[src/rtl/game_flow_fsm_if.sv]
// Control bundle between the game flow controller and the blocks it sequences.
// The controller uses the master view; the invader/player/score side uses the slave view.
interface game_flow_fsm_if #(
  parameter int LW = 3
);
  logic          frame_tick;
  logic          start_btn;
  logic          pause_btn;
  logic          player_hit;
  logic          wave_cleared;
  logic [2:0]    state;
  logic [LW-1:0] level;
  logic [2:0]    lives;
  logic          blink;
  logic          reset_game;
  logic          next_wave;

  modport master (
    input  frame_tick, start_btn, pause_btn, player_hit, wave_cleared,
    output state, level, lives, blink, reset_game, next_wave
  );

  modport slave (
    output frame_tick, start_btn, pause_btn, player_hit, wave_cleared,
    input  state, level, lives, blink, reset_game, next_wave
  );
endinterface

[src/rtl/game_flow_fsm.sv]
// Top-level game flow controller: menu, play, pause, inter-wave clear, game over and win,
// stepped once per frame strobe, with debounced start/pause buttons.
module game_flow_fsm #(
  parameter int BLINK_BITS      = 6,
  parameter int LIVES           = 3,
  parameter int LEVELS          = 8,
  parameter int CLEAR_FRAMES    = 90,
  parameter int DEBOUNCE_FRAMES = 3
) (
  input  logic            clk,
  input  logic            rst_n,
  game_flow_fsm_if.master bus
);

  localparam int LW = (LEVELS > 1) ? $clog2(LEVELS) : 1;
  localparam int TW = (CLEAR_FRAMES > 1) ? $clog2(CLEAR_FRAMES) : 1;
  localparam int DW = $clog2(DEBOUNCE_FRAMES + 1);

  localparam logic [DW-1:0] DB_MAX     = DW'(DEBOUNCE_FRAMES);
  localparam logic [DW-1:0] DB_LAST    = DW'(DEBOUNCE_FRAMES - 1);
  localparam logic [2:0]    LIVES_INIT = 3'(LIVES);
  localparam logic [LW-1:0] LEVEL_LAST = LW'(LEVELS - 1);
  localparam logic [TW-1:0] TIMER_LOAD = TW'(CLEAR_FRAMES - 1);

  typedef enum logic [2:0] {
    ST_MENU  = 3'd0,
    ST_PLAY  = 3'd1,
    ST_PAUSE = 3'd2,
    ST_CLEAR = 3'd3,
    ST_OVER  = 3'd4,
    ST_WIN   = 3'd5
  } state_t;

  state_t                state_q;
  logic [LW-1:0]         level_q;
  logic [2:0]            lives_q;
  logic [BLINK_BITS-1:0] blink_cnt;
  logic                  reset_game_q;
  logic                  next_wave_q;
  logic [DW-1:0]         start_cnt;
  logic [DW-1:0]         pause_cnt;
  logic [TW-1:0]         timer_q;
  logic                  start_press;
  logic                  pause_press;

  // A press is the single tick on which a held button's count reaches the threshold;
  // the counter then saturates so a long hold cannot fire again.
  always_comb begin
    start_press = bus.start_btn && (start_cnt == DB_LAST);
    pause_press = bus.pause_btn && (pause_cnt == DB_LAST);
  end

  // NOTE: all state is updated with non-blocking assignments so every branch below
  // reads the pre-edge values, exactly like the flops it describes.
  always_ff @(posedge clk or negedge rst_n) begin
    if (!rst_n) begin
      state_q      <= ST_MENU;
      level_q      <= '0;
      lives_q      <= LIVES_INIT;
      blink_cnt    <= '0;
      reset_game_q <= 1'b0;
      next_wave_q  <= 1'b0;
      start_cnt    <= '0;
      pause_cnt    <= '0;
      timer_q      <= '0;
    end else begin
      // NOTE: pulses default low on every clk so they last one cycle even though
      // the rest of the state only moves on frame ticks.
      reset_game_q <= 1'b0;
      next_wave_q  <= 1'b0;

      if (bus.frame_tick) begin
        blink_cnt <= blink_cnt + 1'b1;

        if (!bus.start_btn)        start_cnt <= '0;
        else if (start_cnt != DB_MAX) start_cnt <= start_cnt + 1'b1;

        if (!bus.pause_btn)        pause_cnt <= '0;
        else if (pause_cnt != DB_MAX) pause_cnt <= pause_cnt + 1'b1;

        case (state_q)
          ST_MENU: begin
            if (start_press) begin
              state_q      <= ST_PLAY;
              reset_game_q <= 1'b1;
              level_q      <= '0;
              lives_q      <= LIVES_INIT;
            end
          end

          ST_PLAY: begin
            if (bus.player_hit) begin
              if (lives_q <= 3'd1) begin
                state_q <= ST_OVER;
                lives_q <= '0;
              end else begin
                lives_q <= lives_q - 1'b1;
              end
            end else if (bus.wave_cleared) begin
              state_q <= ST_CLEAR;
              timer_q <= TIMER_LOAD;
            end else if (pause_press) begin
              state_q <= ST_PAUSE;
            end
          end

          ST_PAUSE: begin
            if (pause_press) state_q <= ST_PLAY;
          end

          ST_CLEAR: begin
            if (timer_q == '0) begin
              if (level_q >= LEVEL_LAST) begin
                state_q <= ST_WIN;
              end else begin
                state_q     <= ST_PLAY;
                level_q     <= level_q + 1'b1;
                next_wave_q <= 1'b1;
              end
            end else begin
              timer_q <= timer_q - 1'b1;
            end
          end

          ST_OVER, ST_WIN: begin
            if (start_press) begin
              state_q      <= ST_MENU;
              reset_game_q <= 1'b1;
              level_q      <= '0;
              lives_q      <= LIVES_INIT;
            end
          end

          default: state_q <= ST_MENU;
        endcase
      end
    end
  end

  assign bus.state      = state_q;
  assign bus.level      = level_q;
  assign bus.lives      = lives_q;
  assign bus.blink      = blink_cnt[BLINK_BITS-1];
  assign bus.reset_game = reset_game_q;
  assign bus.next_wave  = next_wave_q;

endmodule

[src/flat_wrapper.sv]
// flat-port wrapper written by rule: the top's interface ports become plain ports
module game_flow_fsm_flat 
#(
  parameter int BLINK_BITS      = 6,
  parameter int LIVES           = 3,
  parameter int LEVELS          = 8,
  parameter int CLEAR_FRAMES    = 90,
  parameter int DEBOUNCE_FRAMES = 3
)
  (clk, rst_n, bus_frame_tick, bus_start_btn, bus_pause_btn, bus_player_hit, bus_wave_cleared, bus_state, bus_level, bus_lives, bus_blink, bus_reset_game, bus_next_wave);
  game_flow_fsm_if #(.LW(3)) bus_i ();
  input  logic clk;
  input  logic rst_n;
  input wire logic [$bits(bus_i.frame_tick)-1:0] bus_frame_tick;
  input wire logic [$bits(bus_i.start_btn)-1:0] bus_start_btn;
  input wire logic [$bits(bus_i.pause_btn)-1:0] bus_pause_btn;
  input wire logic [$bits(bus_i.player_hit)-1:0] bus_player_hit;
  input wire logic [$bits(bus_i.wave_cleared)-1:0] bus_wave_cleared;
  output wire logic [$bits(bus_i.state)-1:0] bus_state;
  output wire logic [$bits(bus_i.level)-1:0] bus_level;
  output wire logic [$bits(bus_i.lives)-1:0] bus_lives;
  output wire logic [$bits(bus_i.blink)-1:0] bus_blink;
  output wire logic [$bits(bus_i.reset_game)-1:0] bus_reset_game;
  output wire logic [$bits(bus_i.next_wave)-1:0] bus_next_wave;
  assign bus_i.frame_tick = bus_frame_tick;
  assign bus_i.start_btn = bus_start_btn;
  assign bus_i.pause_btn = bus_pause_btn;
  assign bus_i.player_hit = bus_player_hit;
  assign bus_i.wave_cleared = bus_wave_cleared;
  assign bus_state = bus_i.state;
  assign bus_level = bus_i.level;
  assign bus_lives = bus_i.lives;
  assign bus_blink = bus_i.blink;
  assign bus_reset_game = bus_i.reset_game;
  assign bus_next_wave = bus_i.next_wave;
  game_flow_fsm #(.BLINK_BITS(BLINK_BITS), .LIVES(LIVES), .LEVELS(LEVELS), .CLEAR_FRAMES(CLEAR_FRAMES), .DEBOUNCE_FRAMES(DEBOUNCE_FRAMES)) u_core (.clk(clk), .rst_n(rst_n), .bus(bus_i));
endmodule
[config.mk]
export PLATFORM = sky130hd
export DESIGN_NAME = game_flow_fsm_flat
export DESIGN_NICKNAME = d
export VERILOG_FILES = /design/src/rtl/game_flow_fsm_if.sv /design/src/rtl/game_flow_fsm.sv /design/src/flat_wrapper.sv
export SDC_FILE = /design/constraint.sdc
export NUM_CORES = 1
export LEC_CHECK = 0
export CORE_MARGIN = 4
export CORE_UTILIZATION = 50
export CTS_CLUSTER_SIZE = 25
export DETAILED_ROUTE_END_ITERATION = 12
export DONT_BUFFER_PORTS = 1
export PLACE_DENSITY = 0.63
export SYNTH_ARGS = -nofsm -noshare
export SYNTH_HDL_FRONTEND = slang
export SYNTH_SLANG_ARGS = --single-unit
[constraint.sdc]
create_clock -name clk -period 3.3 [get_ports clk]
set_input_delay 0.66 -clock clk [delete_from_list [all_inputs] [get_ports clk]]
set_output_delay 0.66 -clock clk [all_outputs]
set_load 0.01 [all_outputs]
# ---- Yosys cells after proc, flatten, opt, wreduce, memory -nomap -nowiden
# Cells that the tools add are included.
dict set report totals {
  register_bits 28
  input_bits 7
  out_inout_bits 12
  elab_cells 87
}
dict set report op_classes {
  add_sub_neg 6
  n_lt_le_gt_ge 2
  n_eq_ne 23
  muxes 32
  reduce_logical 15
}
# op count
set ops {}
lappend ops {{two-way mux 3 bit} 14}
lappend ops {{two-way mux 7 bit} 3}
lappend ops {{case mux 3 bit (5 select lines)} 1}
lappend ops {{inequality test 2 x 1 -> 1 bit, second input constant} 7}
lappend ops {{inequality test 2 bit, second input constant} 7}
lappend ops {{case mux 7 bit (2 select lines)} 1}
lappend ops {{case mux 3 bit (2 select lines)} 2}
lappend ops {{AND reduction 5 bit} 2}
lappend ops {{two-way mux 2 bit} 4}
lappend ops {{zero test 7 bit} 1}
lappend ops {{two-way mux 1 bit} 7}
lappend ops {{AND reduction 7 bit} 1}
lappend ops {{subtractor 7 x 1 -> 7 bit, second input constant} 1}
lappend ops {{adder 6 x 1 -> 6 bit, second input constant} 1}
lappend ops {{equality test 3 x 2 -> 1 bit, second input constant} 2}
lappend ops {{equality test 3 bit, second input constant} 2}
lappend ops {{nonzero test 2 bit} 3}
lappend ops {{adder 2 x 1 -> 2 bit, second input constant} 2}
lappend ops {{equality test 2 bit, second input constant} 2}
lappend ops {{inequality test 4 x 3 -> 1 bit, second input constant} 1}
lappend ops {{AND reduction 2 bit} 2}
lappend ops {{AND reduction 4 bit} 1}
lappend ops {{adder 3 x 1 -> 3 bit, second input constant} 1}
lappend ops {{equality test 3 x 1 -> 1 bit, second input constant} 1}
lappend ops {{8 further kinds} 9}

# ---- Depth between registers and ports, before layout
# Gate-level depths: netlist of the first run.
dict set report logic_depth {
  ltp_word 6
  mapped_depth 7
  ltp_nobuf 7
}

# ---- Worst setup path before layout of the first run
# No wires, ideal clock.
dict set report synth_path {
  path_type {input -> register}
  startpoint {input port bus_player_hit}
  endpoint {register u_core.state_q[0] (netlist: u_core.bus.state[0])}
  setup_time_ps 125
  arrival_ps 1611
  required_ps 3175
  path_slack_ps 1564
  cell_stages 4
  path_buffers 0
  path_cell_list {o31a_1 > a2111oi_4 > nor2_1 > mux2_2}
}
dict set report synth_via {
  elab_chain_len 2
  word_cells_on_any_way 5
  classes_between {2 x eq/ne; 2 x mux; 1 x reduce/logical}
}
# item line
set synth_lines {}
lappend synth_lines {{start, declared} flat_wrapper.sv:17} ;# input wire logic [$bits(bus_i.player_hit)-1:0] bus_player_hit;
lappend synth_lines {{inequality test 4 x 3 -> 1 bit (no source line) (tied with other cells)} n/a}
lappend synth_lines {{AND reduction 7 bit (no source line) or case mux 3 bit (5 select lines) (tied branches)} n/a}
lappend synth_lines {{end signal, assigned} game_flow_fsm.sv:57} ;# state_q <= ST_MENU;
lappend synth_lines {{end signal, assigned} game_flow_fsm.sv:84} ;# state_q <= ST_PLAY;
lappend synth_lines {{end signal, assigned} game_flow_fsm.sv:94} ;# state_q <= ST_OVER;
lappend synth_lines {{end, declared} game_flow_fsm.sv:34} ;# state_t state_q;
# Several ways; a longest one is shown, not always the timed one.
# A chain may end at the register's enable or synchronous reset.

# ---- Worst setup path after layout of the first run
dict set report layout_path {
  startpoint {register u_core.state_q[1] (netlist: u_core.bus.state[1])}
  endpoint {register u_core.timer_q[6]}
}
dict set report layout_via {
  elab_chain_len 3
  word_cells_on_any_way 8
  classes_between {5 x eq/ne; 1 x mux; 2 x reduce/logical}
}
# item line
set layout_lines {}
lappend layout_lines {{equality test 3 x 2 -> 1 bit or equality test 3 x 1 -> 1 bit (tied branches)} game_flow_fsm.sv:81} ;# case (state_q)
lappend layout_lines {{inequality test 2 bit (no source line) or nonzero test 2 bit (tied branches)} n/a}
lappend layout_lines {{AND reduction 5 bit (no source line)} n/a}
lappend layout_lines {{end signal, assigned} game_flow_fsm.sv:121} ;# timer_q <= timer_q - 1'b1;
lappend layout_lines {{end, declared} game_flow_fsm.sv:42} ;# logic [TW-1:0] timer_q;
# Several ways; a longest one is shown, not always the timed one.

==> results of run 1 <==
==> cells by family after synthesis <==
logic type / count (synthesis)
compound gates: 45
buf+inv: 16
simple gates: 48
xor+xnor: 5
fa+ha+maj: 10
flops: 28
mux: 4
==> final timing paths <==
kind	startpoint	end	slack (ns)	cells after the start
hold / removal	rst_n	u_core.start_cnt[1]	0.11	1
min in group clk	bus_frame_tick	u_core.start_cnt[0]	0.39	1
setup reg to reg	u_core.bus.state[1]	u_core.timer_q[6]	1.40	4
max in group asynchronous	rst_n	u_core.timer_q[2]	3.03	1
hold reg to reg	u_core.blink_cnt[4]	u_core.blink_cnt[4]	0.49	1
setup / recovery	u_core.bus.state[1]	u_core.timer_q[6]	1.40	4
==> registers in the layout, summed over array words and instances, names as in the netlist <==
name                   cells
u_core.bus.state           3
u_core.bus.lives           3
u_core.bus.reset_game      1
u_core.start_cnt           2
u_core.bus.next_wave       1
u_core.bus.level           3
u_core.pause_cnt           2
u_core.timer_q             7
u_core.blink_cnt           6
==> what timing repair did <==
item	in CTS	in global routing
hold endpoints to repair	26	0
resized for setup	0	0
hold buffers	1	0
==> routing by layer <==
layer | vias to the layer above | GRT usage
met1 | 583 | 0.238
met5 | - | 0
met4 | 0 | 0.0554
li1 | 582 | -
met3 | 4 | 0.0329
met2 | 28 | 0.260
==> cell usage in the layout (no fill, tap or decap), types with 3 or more instances in the layout <==
| cell type | instances |
|---|---|
| o21ai_0 | 9 |
| nand4_1 | 6 |
| a31oi_1 | 5 |
| a21oi_1 | 9 |
| nand2b_1 | 3 |
| clkbuf_4 | 3 |
| nand3_1 | 3 |
| dfrtp_1 | 26 |
| nor3_1 | 3 |
| mux2_2 | 3 |
| nand2_1 | 12 |
| ha_1 | 10 |
| xnor2_1 | 3 |
| nor2_1 | 10 |
| inv_1 | 12 |
==> synth_stat cells, drive strengths merged, types with 2 or more instances <==
cell type	instances	area share
dfrtp	26	0.41
inv	12	0.028
nand2	12	0.028
ha	10	0.078
nor2	10	0.023
o21ai	10	0.034
a21oi	9	0.028
nand4	6	0.023
a31oi	5	0.020
a22o	4	0.023
nand2b	4	0.017
nor3	4	0.016
buf	3	0.012
mux2	3	0.021
nand3	3	0.0094
xnor2	3	0.016
a2111oi	2	0.034
a31o	2	0.011
a32o	2	0.012
dfstp	2	0.033
o2bb2ai	2	0.011
xor2	2	0.011
==> worst max-delay path, delay by kind of cell, from the launching register on <==
family	cells	cell delay, ns
AO/OA/AOI/OAI	2	0.55
AND/OR/NAND/NOR	2	0.55
flip-flops	1	0.70
==> where the power goes <==
| part | internal [W] | switching (W) |
|---|---|---|
| Combinational | 0.000258 | 0.000287 |
| Clock | 0.000123 | 0.000104 |
| Sequential | 0.000474 | 0.000183 |
| Total | 0.000855 | 0.000575 |
==> through the flow <==
| step | util | hold WS (ns) | cell area (sq um) | cells |
|---|---|---|---|---|
| 2_1_floorplan | - | 0.364 | 1600 | 156 |
| 3_3_place_gp | 0.537 | 0.365 | 1640 | 197 |
| 3_5_place_dp | 0.537 | 0.365 | 1640 | 197 |
| 4_1_cts | 0.561 | 0.109 | 1710 | 202 |
| 5_1_grt | 0.561 | 0.105 | 1710 | 202 |
| 6_report | 0.561 | 0.110 | 1710 | 202 |
==> cell type report <==
type,count,area share
Tap cell,44,0.0322
Clock buffer,3,0.0132
Sequential cell,28,0.411
Clock inverter,1,0.0175
Inverter,13,0.0285
Multi-Input combinational cell,112,0.486
Timing Repair Buffer,1,0.0117
==> results_dict.tcl, run 1 <==
set metrics [dict create \
    portBuffers 0 \
    setup_viol 0 \
    finalWorstSetupSlack_ns 1.40 \
    grt_max_degree 27 \
    drive_gt1_frac 0.152 \
    max_freq_mhz 526 \
    clock_latency_ns 0.34 \
    insertedDiodeCount 0 \
    synth_seq_cells 28 \
    dr.pass1.iters 4 \
    cts_setup_buffers 0 \
    ys.warnings.count 0 \
    seqCellArea_sq_um 703 \
    critPathLaunchType "flip-flop" \
    finalHoldViolCount 0 \
    htree_levels 1 \
    clkTransAtPathRegs_ns 0.16 \
    grt_usage 0.169 \
    max_slew_margin 0.651 \
    area.growth.synth_to_final_pct 6.71 \
    period_share 0.577 \
    cts-root-buf "clkbuf_4" \
    vias_per_cell 5.93 \
    num_vias 1197 \
    synth_cells 156 \
    start_util 0.525 \
    setup_tns_ns 0 \
    met1Wirelength_um 1540 \
    ios 19 \
    synthMuxAreaShare 0.0273 \
    die_h_um 64.6 \
    period_minus_slack_ns 1.90 \
    syn_area_per_cell_sq_um 10.3 \
    status "completed" \
    worstHoldPathType "in2async" \
    cts_buffers 3 \
    syn_area_sq_um 1600 \
    fillers 272 \
    cp_cell_sequence "and3b_1, o211a_1, nand4_1, a22o_2" \
    syn-num-nets 173 \
    vdd_ir_drop_max_uv 399 \
    rows 20 \
    final_net_count 176 \
    hpwl_um 2230 \
    place.gp.congestion 0.840 \
    skew_ns 0.0110 \
    synth_cell_types 47 \
    multi_input_area_sq_um 832 \
    async_reset_ff_frac 1.00 \
    worst_slew_pin_slew_ns 0.523 \
    clkSinkCount 28 \
    path_max_fanout 13 \
    end_kind "flip-flop" \
    slew_violations 0 \
    clk_path_buf_depth 2 \
    synth_top_family_by_area "compound AO/OA/AOI/OAI gates" \
    synth_compound_gate_area_share 0.223 \
    power_density_nw_per_um2 835 \
    met2_length_um 1380 \
    rsz0062_at_grt "no" \
    ys_seq_area_frac 0.438 \
    grt_pass1_wl_um 5510 \
    grt_overflow 0 \
    highest_layer "met4" \
    arrival_ns 2.14 \
    synth-edff-count 0 \
    crit_path_top_delay_cell "dfrtp_1" \
    drc_errors 0 \
    wl_per_cell_um 15.5 \
    crit_type "reg2reg" \
    synth-simple-area-share 0.163 \
    maxCapViolations 0 \
    synthAdderAreaFrac 0.0780 \
    ys.flop_type "dfrtp_1" \
    drt-initial-drc-count 37 \
    synthXorXnorAreaFrac 0.0273 \
    dieArea_sq_um 4180 \
    die_x_um 64.6 \
    final_antenna_net_count 0 \
    wirelength_um 3120 \
    grt_pass1_vias 1189 \
    wl_met3_um 167 \
    worstPathRequired_ns 3.54 \
    dp_slack_ns 1.43 \
    power.static_leakage_nw 0.727 \
    antenna_found_initial 0 \
    slowest_delay_ns 0.70 \
    p_total_w 0.00143 \
    cts_tree "built" \
    core-area_sq_um 3050 \
]
Note: power is estimated with default switching activity, not from simulation.
==> run 2, diff against run 1 <==
clock period = 1.8 ns   (was 3.3 ns; I/O delays follow)
==> run 2 against run 1 <==
Compared with the run above:
- cell count grew 8.9%
- combinational power grew to 2.6 times the previous value
- hold slack lost 0.023 ns
- non-clock buffer count grew 18
- flip-flop and latch count is the same
- clock power grew 85%
- global-route usage grew 1.7 points
- critical endpoint is now u_core.timer_q[0]
- largest cell class unchanged
==> results_dict.tcl, run 2 (synthesis gave the netlist of run 1 again) <==
set metrics [dict create \
    wirelength_um 3570 \
    worst_slew_pin_slew_ns 0.439 \
    insertedDiodeCount 0 \
    max_slew_margin 0.706 \
    portBuffers 0 \
    reg.largest.list "u_core.timer_q (7), u_core.blink_cnt (6)" \
    place.gp.congestion 0.911 \
    drt-initial-drc-count 101 \
    die_x_um 64.6 \
    critPathLaunchType "flip-flop" \
    die_h_um 64.6 \
    arrival_ns 2.04 \
    regMostFlops "u_core.timer_q" \
    layout_common_cells "dfrtp_1, buf_4, nand2_1" \
    clkSinkCount 28 \
    final_net_count 194 \
    worstPathRequired_ns 2.04 \
    worst_hold_slack_ns 0.0866 \
    rows 20 \
    hpwl_um 2620 \
    grt_overflow 0 \
    clk_path_buf_depth 2 \
    grt_pass1_wl_um 6110 \
    slew_violations 0 \
    final_antenna_net_count 0 \
    crit_type "reg2reg" \
    rsz0062_at_grt "yes" \
    worstHoldPathType "in2reg" \
    status "completed" \
    setup_viol 0 \
    htree_levels 1 \
    max_freq_mhz 558 \
    maxCapViolations 0 \
    largest_register_ffs 7 \
    grt_usage 0.186 \
    skew_ns 0.00674 \
    min-delay-start "bus_frame_tick" \
    dp_cells 210 \
    cts_buffers 3 \
    cts-root-buf "clkbuf_4" \
    path_max_fanout 7 \
    clock_latency_ns 0.34 \
    grt_max_degree 29 \
    area.growth.synth_to_final_pct 18.6 \
    start_util 0.525 \
    cts_tree "built" \
    end_kind "flip-flop" \
    final_common_cell "dfrtp_1" \
    fin_cells 220 \
    reg2reg_from "u_core.timer_q[0]" \
    core-area_sq_um 3050 \
    ios 19 \
    vias_per_cell 5.94 \
    drive_gt1_frac 0.267 \
    antenna_found_initial 0 \
    dr.pass1.iters 4 \
    dieArea_sq_um 4180 \
    power.static_leakage_nw 0.816 \
    vdd_ir_drop_max_uv 739 \
    wl_per_cell_um 16.2 \
    num_vias 1306 \
    clkTransAtPathRegs_ns 0.15 \
    period_share 0.995 \
    finalHoldViolCount 0 \
    drc_errors 0 \
    power_density_nw_per_um2 1560 \
    grt_pass1_vias 1267 \
    period_minus_slack_ns 1.79 \
    worstSetupStartpoint "u_core.timer_q[0]" \
]
run 2: layer usage:
metal / global-route usage / routed length (um) / up-vias
met5: 0 / 0 / -
met4: 0.0739 / 76 / 0
met3: 0.0589 / 184 / 6
met2: 0.284 / 1680 / 27
met1: 0.244 / 1630 / 649
li1: - / - / 624
run 2: per-stage QoR:
step / util / power (W) / instance area (sq um) / setup TNS, ns / worst slack (ns)
floorplan: - / 0.00200 / 1600 / 0 / 0.121
global placement: 0.569 / 0.00232 / 1740 / 0 / 0.0657
detailed placement: 0.569 / 0.00238 / 1740 / 0 / 0.00437
CTS: 0.598 / 0.00284 / 1830 / 0 / 0.00731
global route: 0.623 / 0.00318 / 1900 / -0.0354 / -0.0354
finish: 0.623 / 0.00297 / 1900 / 0 / 0.00826
run 2: area by class of cell:
class	count	area, sq um
clock inverters	1	30.0
well taps	44	55.1
fillers	242	1150
clock buffers	3	22.5
inverters	13	48.8
flip-flops and latches	28	703
multi-input cells	112	885
repair buffers	19	158
run 2: path summary, 6_finish.rpt:
| path | endpoint | slack, ns | cells past startpoint |
|---|---|---|---|
| max reg2reg | u_core.timer_q[0] | 0.008 | 6 |
| min reg2reg | u_core.blink_cnt[4] | 0.50 | 1 |
| min in group asynchronous | u_core.start_cnt[1] | 0.43 | 2 |
| max in group asynchronous | u_core.bus.lives[1] | 1.14 | 2 |
| min | u_core.blink_cnt[0] | 0.09 | 1 |
| max | u_core.timer_q[0] | 0.008 | 6 |
run 2: timing repair:
item,in CTS,in global routing
pin swaps,0,3
gates resized for setup,0,10
setup buffers,1,3
hold endpoints to repair,28,0
hold buffers,2,0
endpoints found under the setup margin,2,12
run 2: worst max-delay path, cell delays in order (launching register included):
cell and delay, ns:
dfrtp_1 0.42, inv_2 0.09, ha_4 0.13, or4b_4 0.51, o21ai_4 0.19, a21boi_4 0.10
mux2_2 0.26
run 2: report_power, final:
part	switching [W]	internal, W
logic	0.000726	0.000681
clock network	0.000195	0.000226
registers	0.000267	0.000871
total	0.00119	0.00178
==> run 3, diff against run 2 <==
CORE_UTILIZATION = 62   (was 50)
PLACE_DENSITY = 0.76   (was 0.63)
==> run 3 against run 2 <==
Compared with the run above:
- the run now ends with negative setup slack left
- critical path type unchanged
- hold slack improved by 0.0079 ns
- first-iteration DRC count decreased by 42%
- critical endpoint unchanged
- non-clock buffer count decreased by 1
- cell area decreased by 1.6%
==> results_dict.tcl, run 3 (synthesis gave the netlist of run 1 again) <==
set metrics [dict create \
    cts_buffers 3 \
    max_freq_mhz 550 \
    portBuffers 0 \
    finalHoldViolCount 0 \
    power.switching_w 0.00119 \
    drt-initial-drc-count 59 \
    largest_register_ffs 7 \
    crit_path_top_delay_cell "or4b_4" \
    grt_max_degree 29 \
    dieArea_sq_um 3470 \
    reg2reg_from "u_core.timer_q[0]" \
    slew_violations 0 \
    wirelength_um 3650 \
    worstPathRequired_ns 2.03 \
    drive_gt1_frac 0.286 \
    pwr-share-seq 0.403 \
    skew_ns 0.0133 \
    clkSinkCount 28 \
    status "finished with violations" \
    maxCapViolations 0 \
    final_antenna_net_count 0 \
    period_minus_slack_ns 1.82 \
    place.gp.congestion 0.855 \
    grt_usage 0.232 \
    reg.largest.list "u_core.timer_q (7), u_core.blink_cnt (6)" \
    path_delay_family "simple AND/OR/NAND/NOR gates" \
    reg2reg_to "u_core.timer_q[0]" \
    worstHoldPathType "in2reg" \
    hold_end "u_core.bus.lives[1]" \
    layout_common_cells "dfrtp_1, buf_4, nand2_1" \
    hpwl_um 2580 \
    vias_per_cell 6.44 \
    period_share 1.01 \
    setup_tns_ns -0.0169 \
    die_x_um 58.9 \
    cp_cell_sequence "inv_2, ha_4, or4b_4, o21ai_4, a21boi_4, mux2_2" \
    regMostFlops "u_core.timer_q" \
    power.static_leakage_nw 0.807 \
    sw_frac_of_total 0.418 \
    wl_per_cell_um 17.8 \
    dr.pass1.iters 4 \
    comb_power_share 0.488 \
    drc_errors 0 \
    max_slew_margin 0.738 \
    crit_buf_inv 1 \
    path_max_fanout 7 \
    insertedDiodeCount 0 \
    num_vias 1320 \
    start_util 0.647 \
    violations "negative setup slack" \
    grt_pass1_vias 1358 \
    cts-root-buf "clkbuf_4" \
    setup_viol 1 \
    whs_path_depth 1 \
    clk_path_buf_depth 2 \
    grt_overflow 0 \
    crit_type "reg2reg" \
    final_net_count 193 \
    htree_levels 1 \
    cts_tree "built" \
    ios 19 \
    final_common_cell "dfrtp_1" \
    rsz0062_at_grt "yes" \
    grt_pass1_wl_um 6270 \
    critPathLaunchType "flip-flop" \
    reg2reg_slack_ns -0.02 \
    clockPowerShare 0.109 \
    vdd_ir_drop_max_uv 1130 \
    p_int_w 0.00167 \
    end_kind "flip-flop" \
    slowest_delay_ns 0.51 \
    r2r_cells 6 \
    arrival_ns 2.05 \
    antenna_found_initial 0 \
    area.growth.synth_to_final_pct 16.7 \
    power_density_nw_per_um2 1530 \
    min-delay-start "bus_player_hit" \
    p_total_w 0.00286 \
    clock_latency_ns 0.34 \
    clkTransAtPathRegs_ns 0.16 \
    worst_slew_pin_slew_ns 0.390 \
    core-area_sq_um 2480 \
    die_h_um 58.9 \
    rows 18 \
    finalWorstSetupSlack_ns -0.0169 \
]
run 3: changes by cell type in the layout (fill, tap and decap cells not counted), sizes merged:
cell	change
buf	-1
bufinv	-1
clkbuf	+1
run 3: per-layer routing:
layer | GRT usage | wire length (um) | vias to the layer above
li1 | - | - | 611
met1 | 0.303 | 1490 | 651
met4 | 0.0841 | 98 | 0
met2 | 0.383 | 1840 | 46
met5 | 0 | 0 | -
met3 | 0.0439 | 222 | 12
run 3: power by group through the flow:
stage | logic, W | registers (W) | clock network, W
after floorplan | 0.000879 | 0.00112 | 0
after detailed placement | 0.00120 | 0.00115 | 0
after global placement | 0.00113 | 0.00113 | 0
after CTS | 0.00126 | 0.00114 | 0.000309
final | 0.00140 | 0.00115 | 0.000312
after global routing | 0.00155 | 0.00119 | 0.000338
run 3: how the worst max path moves through the flow:
stage / slack, ns / cells past startpoint / startpoint / to
2_1_floorplan: 0.12 / 6 / u_core.timer_q[0] / u_core.timer_q[0]
5_1_grt: -0.08 / 6 / u_core.timer_q[1] / u_core.timer_q[0]
3_3_place_gp: 0.08 / 6 / u_core.timer_q[1] / u_core.timer_q[0]
6_report: -0.02 / 6 / u_core.timer_q[0] / u_core.timer_q[0]
3_5_place_dp: -0.003 / 6 / u_core.timer_q[1] / u_core.timer_q[0]
4_1_cts: 0.003 / 6 / u_core.timer_q[0] / u_core.bus.level[0]
run 3: per-stage QoR:
stage	utilization	std cells	setup slack [ns]	hold WS (ns)	cell area, sq um
finish	0.756	205	-0.0169	0.0945	1870
global route	0.756	205	-0.0798	0.0803	1870
CTS	0.723	200	0.00295	0.0972	1790
detailed placement	0.685	193	-0.00318	0.0650	1700
global placement	0.685	193	0.0788	0.0650	1700
floorplan	-	156	0.121	0.0644	1600
run 3: layout make-up:
type | count | area (sq um)
inverters | 13 | 48.8
repair buffers | 18 | 150
well taps | 30 | 37.5
fillers | 164 | 606
flip-flops and latches | 28 | 704
clock buffers | 4 | 36.3
multi-input cells | 112 | 895
run 3: worst register-to-register path, delay by kind of cell (launching register included):
family          cells  cell delay, ns
buf+inv             1            0.09
compound gates      2            0.30
fa+ha+maj           1            0.13
mux                 1            0.26
simple gates        1            0.51
flops               1            0.43
run 3: what timing repair did:
action                                  4_1_cts  5_1_grt
endpoints found under the hold margin        28        0
pin swaps                                     0        4
endpoints found under the setup margin        3       13
gates resized for setup                       4       10
buffers inserted                              1        5
hold buffers                                  2        0
